<file path="src/rtl/dclk_defs.sv">
// Shared definitions for the digital-clock timekeeping core.
package dclk_defs;

  localparam int unsigned DIGIT_W       = 4;
  localparam int unsigned MIN_SEC_MAX   = 59;
  localparam int unsigned HOURS_PER_DAY = 24;

  localparam logic [DIGIT_W-1:0] BCD_NINE = DIGIT_W'(9);

  typedef enum logic [1:0] {
    ST_RUN      = 2'd0,
    ST_SET_HOUR = 2'd1,
    ST_SET_MIN  = 2'd2
  } state_t;

endpackage

</file>
<file path="src/rtl/bcd_mod_counter.sv">
// Two-digit BCD modulo counter with clear and combinational carry-out.
module bcd_mod_counter
  import dclk_defs::*;
#(
  parameter int unsigned MOD  = 60,
  parameter int unsigned INIT = 0
) (
  input  logic               clk,
  input  logic               rst,
  input  logic               en,
  input  logic               clr,
  output logic [DIGIT_W-1:0] tens,
  output logic [DIGIT_W-1:0] units,
  output logic               carry
);

  localparam logic [DIGIT_W-1:0] MAX_T  = DIGIT_W'((MOD - 1) / 10);
  localparam logic [DIGIT_W-1:0] MAX_U  = DIGIT_W'((MOD - 1) % 10);
  localparam logic [DIGIT_W-1:0] INIT_T = DIGIT_W'(INIT / 10);
  localparam logic [DIGIT_W-1:0] INIT_U = DIGIT_W'(INIT % 10);

  logic at_max;

  assign at_max = (tens == MAX_T) && (units == MAX_U);
  assign carry  = en && at_max;

  // Clear outranks increment so a coincident tick cannot leave a nonzero value.
  always_ff @(posedge clk) begin
    if (rst) begin
      tens  <= INIT_T;
      units <= INIT_U;
    end else if (clr) begin
      tens  <= '0;
      units <= '0;
    end else if (en) begin
      if (at_max) begin
        tens  <= '0;
        units <= '0;
      end else if (units == BCD_NINE) begin
        tens  <= tens + DIGIT_W'(1);
        units <= '0;
      end else begin
        units <= units + DIGIT_W'(1);
      end
    end
  end

endmodule

</file>
<file path="src/rtl/dclk_time_counter.sv">
// Timekeeping core: BCD hh:mm:ss in 24 h format with a three-state set-mode FSM.
module dclk_time_counter
  import dclk_defs::*;
#(
  parameter int unsigned HOUR_MOD  = HOURS_PER_DAY,
  parameter int unsigned INIT_HOUR = 0
) (
  input  logic               high,
  input  logic               rst,
  input  logic               sec_tick,
  input  logic               mode_p,
  input  logic               inc_p,
  output logic [DIGIT_W-1:0] hour_t,
  output logic [DIGIT_W-1:0] hour_u,
  output logic [DIGIT_W-1:0] min_t,
  output logic [DIGIT_W-1:0] min_u,
  output logic [DIGIT_W-1:0] sec_t,
  output logic [DIGIT_W-1:0] sec_u,
  output logic               set_hour,
  output logic               set_min,
  output logic               blink,
  output logic               chime
);

  state_t state;

  logic in_run;
  logic inc_ok;
  logic sec_en, sec_clr, sec_carry;
  logic min_en, min_carry;
  logic hour_en, day_wrap_unused;

  assign in_run = (state == ST_RUN);
  // A mode press in the same cycle swallows the increment.
  assign inc_ok = inc_p && !mode_p;

  assign sec_en  = in_run && sec_tick;
  assign sec_clr = in_run && mode_p;
  assign min_en  = (in_run && sec_carry) || ((state == ST_SET_MIN) && inc_ok);
  assign hour_en = (in_run && min_carry) || ((state == ST_SET_HOUR) && inc_ok);

  bcd_mod_counter #(.MOD(MIN_SEC_MAX + 1), .INIT(0)) u_sec (
    .clk   (high),
    .rst   (rst),
    .en    (sec_en),
    .clr   (sec_clr),
    .tens  (sec_t),
    .units (sec_u),
    .carry (sec_carry)
  );

  bcd_mod_counter #(.MOD(MIN_SEC_MAX + 1), .INIT(0)) u_min (
    .clk   (high),
    .rst   (rst),
    .en    (min_en),
    .clr   (1'b0),
    .tens  (min_t),
    .units (min_u),
    .carry (min_carry)
  );

  bcd_mod_counter #(.MOD(HOUR_MOD), .INIT(INIT_HOUR)) u_hour (
    .clk   (high),
    .rst   (rst),
    .en    (hour_en),
    .clr   (1'b0),
    .tens  (hour_t),
    .units (hour_u),
    .carry (day_wrap_unused)
  );

  // Mode FSM with registered flags; blink follows every tick, chime only RUN minute wraps.
  always_ff @(posedge high) begin
    if (rst) begin
      state    <= ST_RUN;
      set_hour <= 1'b0;
      set_min  <= 1'b0;
      blink    <= 1'b0;
      chime    <= 1'b0;
    end else begin
      blink <= blink ^ sec_tick;
      chime <= in_run && min_carry;
      if (mode_p) begin
        unique case (state)
          ST_RUN: begin
            state    <= ST_SET_HOUR;
            set_hour <= 1'b1;
            set_min  <= 1'b0;
          end
          ST_SET_HOUR: begin
            state    <= ST_SET_MIN;
            set_hour <= 1'b0;
            set_min  <= 1'b1;
          end
          default: begin
            state    <= ST_RUN;
            set_hour <= 1'b0;
            set_min  <= 1'b0;
          end
        endcase
      end
    end
  end

endmodule

</file>
<file path="config.mk">
export PLATFORM = sky130hd
export DESIGN_NAME = dclk_time_counter
export DESIGN_NICKNAME = d
export VERILOG_FILES = /design/src/rtl/dclk_defs.sv /design/src/rtl/bcd_mod_counter.sv /design/src/rtl/dclk_time_counter.sv
export SDC_FILE = /design/constraint.sdc
export NUM_CORES = 1
export LEC_CHECK = 0
export BUFFER_PORTS_ARGS = -buffer_cell sky130_fd_sc_hd__buf_2
export CAP_MARGIN = 20
export CORE_AREA = 2 2 59 61
export CTS_CLUSTER_DIAMETER = 30
export DETAILED_ROUTE_END_ITERATION = 10
export DIE_AREA = 0 0 61 63
export PLACE_DENSITY = 0.74
export SYNTH_ARGS = -nofsm -noshare
export SYNTH_HDL_FRONTEND = slang
export SYNTH_SLANG_ARGS = --single-unit
export TNS_END_PERCENT = 1
</file>
<file path="constraint.sdc">
create_clock -name high -period 2.7 [get_ports high]
set_clock_uncertainty 0.05 [all_clocks]
set_input_delay 0.27 -clock high [delete_from_list [all_inputs] [get_ports high]]
set_output_delay 0.27 -clock high [all_outputs]
set_load 0.02 [all_outputs]
</file>
# == After elaboration in Yosys (flattened, before gate mapping) ==
# Cells that the tools add are included.
# op_classes
bitwise,1
reduce_logical,23
n_mux,15
n_addsub,6
eq_ne,9
# op_table
op,n
$mux 4,12
$add 4x1->4 const B,6
$eq 4x4->1 const B,3
$logic_and 1x1->1,12
$eq 4x2->1 const B,2
$eq 4x3->1 const B,2
$reduce_and 2->1,3
$reduce_bool 2->1,3
$pmux 2 s2,1
$eq 2x1->1 const B,1
$eq 2x2->1 const B,1
$logic_not 2->1,1
$logic_or 1x1->1,2
$mux 1,2
$reduce_or 2->1,1
$logic_not 1->1,1
$xor 1x1->1,1
# totals
output_inout_bits,28
regBits,30

# == Depth between registers and ports, before layout ==
# logic_depth
ltp_word,9
depth_mapped,7
ltp_nobuf,6

# == Modules after synthesis ==
# Synthesis repeated with hierarchy kept, for this count alone.
# hier_totals
cells_unflattened,164
area_unflattened_um2,1502.7
# modules_own_cells
mod,area_each_um2,cells_per_inst,n_inst,seq_area_each_um2
bcd_mod_counter at u_min ...,417.9,45,2,160.2
bcd_mod_counter at u_hour,435.4,49,1,160.2
dclk_time_counter,231.5,25,1,100.1

# == Worst setup path before layout ==
# No wires, ideal clock.
# synth_path
path_kind,register -> register
start,"reg, netlist name set_min"
end,reg u_min.units[1]
t_required_ns,2.580
stages_incl_launch_ff,7
arrival_time_ns,1.872
synth_period_minus_slack_ns,1.992
path_slack_ns,0.708
path_buffers,2
cell_sequence,dfxtp_1 -> or3b_1 -> buf_2 -> o31a_1 -> buf_2 -> or3_1 -> a21oi_1
# synth_lines
element,line,source
end signal: assignment,bcd_mod_counter.sv:43,units <= units + DIGIT_W'(1);
end: declaration,bcd_mod_counter.sv:13,"output logic [DIGIT_W-1:0] units,"

==> reports/metrics.yaml <==
cts:
  clock_path_buffers: 2
  hold_buffers: 0
  cts_inserted_buffers: 5
  cts_tree: "done"
  root_buffer: "clkbuf_4"
  post_cts_buffers: 0
  clock_latency_ns: 0.34
  cts_resized: 0
  path_clk_slew_ns: 0.10
  cts_sinks: 29
  cts-htree-levels: 2
detailed_routing:
  num_vias: 1535
  drt_wl_total_um: 3630
  wl_per_cell_um: 13.3
  vias_per_cell: 5.64
  wl_met2_um: 1690
  drtIter0Drc: 60
  highest_layer: "met4"
  routed-wl-met3_um: 134
  drc_errors: 0
  met1_length_um: 1750
  first_pass_iters: 4
  ant_nets: 0
critical_path:
  cp.required_ns: 2.92
  cp_max_fo: 13
  crit_chain: "or3b_1, o31a_1, or4_1, a21oi_1"
  crit_path_start_kind: "register"
  cp_slowest_cell: "or4_1"
  cp-end-kind: "register"
  path_class: "register to register"
  cp_slowest_stage_delay_ns: 0.54
  reg2reg_slack_ns: 0.55
  arrival_ns: 2.38
timing:
  worstMarginPinSlew_ns: 0.527
  fin_crit_ns: 2.15
  maxSlewHeadroom_pct: 64.5
  setup-tns-final_ns: 0
  hold_violations: 0
  drv_slew: 0
  setup_violations: 0
  fmax_mhz: 465
  post-route-period-util_pct: 79.7
  rsz0062_at_grt: "no"
final_layout:
  nNetsFinal: 242
  regArea_um2: 581
  area_growth_pct: 17.1
  drive_gt1_share_pct: 19.5
  nFillCells: 331
  layout.cells.non_filler: 272
  multi_input_area_um2: 990
  diodes: 0
grt:
  overflow: 0
  grt_pass1_vias: 1410
  grt_max_degree: 29
  antenna_found_initial: 0
  track_usage_pct: 21.9
  grt_pass1_wl_um: 6400
min_path:
  hp-class: "input pin to register"
synth:
  synth_area_leader_cell: "dfxtp_1"
  yosysMostFrequentCell: "dfxtp_1"
  synth_ff_type: "dfxtp_1"
  async_reset_ff_share_pct: 0
  synth.net_count: 209
  synthesis.instances: 192
  synth-seq-cells: 29
  synth-seq-area-share_pct: 35.2
  synth.distinct_cells: 49
  synth_edf_count: 0
  avgSynthCellArea_um2: 8.58
  ys_top_cells_by_count: "dfxtp_1, nor2_1, nand2_1, a21oi_1, ha_1"
  synth_area_um2: 1650
  synth_area_leaders: "dfxtp_1, ha_1, nor2_1"
  ys_warn_count: 0
  synth.top_cell.area_share_pct: 35.2
floorplan:
  core_area_um2: 3230
  die_area_um2: 3840
  row_count: 21
  dieWidth_um: 61
  ios: 33
  die_h_um: 63
  start_util_pct: 51.0
placement:
  globalplace.congestion: 0.836
  dpl.hpwl_um: 2630
  dp.cells: 264
  io_buffer_count: 32
job:
  maxCapViolations: 0
status:
  outcome: "complete, no violations"
power_and_ir_drop:
  peakVddDrop_uv: 339
  power_density_nw_per_um2: 468
  leakagePower_nw: 0.834
flip-flops by register name, indices dropped and copies added (netlist names), 4 cells and up:
signal	count
u_hour.units	4
u_min.units	4
u_hour.tens	4
u_sec.units	4
u_sec.tens	4
u_min.tens	4
report_power, final:
part | switching (W) | total [W] | internal, W
Clock | 0.000152 | 0.000373 | 0.000221
Sequential | 0.0000118 | 0.000450 | 0.000438
Combinational | 0.0000515 | 0.0000805 | 0.0000290
cell families after synthesis:
logic type	Yosys count	synth area share (%)
compound gates	41	16.6
xor+xnor	7	3.72
fa+ha+maj	12	9.11
buf+inv	18	4.71
flops	29	35.2
mux	3	1.90
simple gates	82	28.7
final timing paths:
| path | startpoint | endpoint | cells after the start |
|---|---|---|---|
| max reg2reg | set_min | u_min.tens[1] | 4 |
| max | set_min | u_min.tens[1] | 4 |
| min reg2reg | u_hour.units[1] | u_hour.units[1] | 2 |
| min | sec_tick | blink | 3 |
routing by layer:
metal / global-route usage [%] / vias up
met2: 33.3 / 31
met5: 0 / -
met4: 8.42 / 0
met1: 28.0 / 726
li1: - / 771
met3: 7.25 / 7
worst max-delay path, delay by kind of cell (launching register included):
kind,cells,cell delay (ns)
AND/OR/NAND/NOR,2,1.04
flip-flops,1,0.38
AO/OA/AOI/OAI,2,0.62
area by class of cell:
| cell class | instances | area share (%) |
|---|---|---|
| flip-flops and latches | 29 | 30.1 |
| well taps | 46 | 2.98 |
| clock buffers | 7 | 2.85 |
| clock inverters | 1 | 1.56 |
| repair buffers | 35 | 9.47 |
| multi-input cells | 145 | 51.3 |
| inverters | 9 | 1.75 |
placed cells by master (no fill, tap or decap), drive strengths merged, types with 3 or more instances in the layout:
| cell | netlist | routed |
|---|---|---|
| nand2 | 13 | 13 |
| nand2b | 3 | 3 |
| clkbuf | 5 | 7 |
| buf | 4 | 35 |
| o311ai | 3 | 3 |
| dfxtp | 29 | 29 |
| or4 | 3 | 3 |
| and2 | 3 | 3 |
| xnor2 | 4 | 4 |
| nor3b | 5 | 5 |
| inv | 9 | 9 |
| and3b | 3 | 3 |
| o41ai | 3 | 3 |
| o21ai | 6 | 6 |
| xor2 | 3 | 3 |
| nand4 | 4 | 4 |
| and3 | 4 | 4 |
| nor2 | 17 | 17 |
| a31oi | 5 | 5 |
| ha | 12 | 12 |
| or3 | 3 | 3 |
| a21oi | 12 | 12 |
| nand3b | 3 | 3 |
| nand3 | 9 | 9 |
| a211oi | 4 | 4 |
through the flow:
step | util [%] | hold WS, ns | area (um2) | setup slack [ns] | total power [W]
global placement | 57.1 | 0.409 | 1840 | 0.628 | 0.000539
global route | 59.7 | 0.190 | 1930 | 0.411 | 0.000952
finish | 59.7 | 0.175 | 1930 | 0.548 | 0.000903
detailed placement | 57.1 | 0.452 | 1840 | 0.573 | 0.000540
floorplan | - | 0.368 | 1650 | 0.708 | 0.000516
CTS | 59.7 | 0.172 | 1930 | 0.558 | 0.000913
Power figures use the tool's default switching activity.
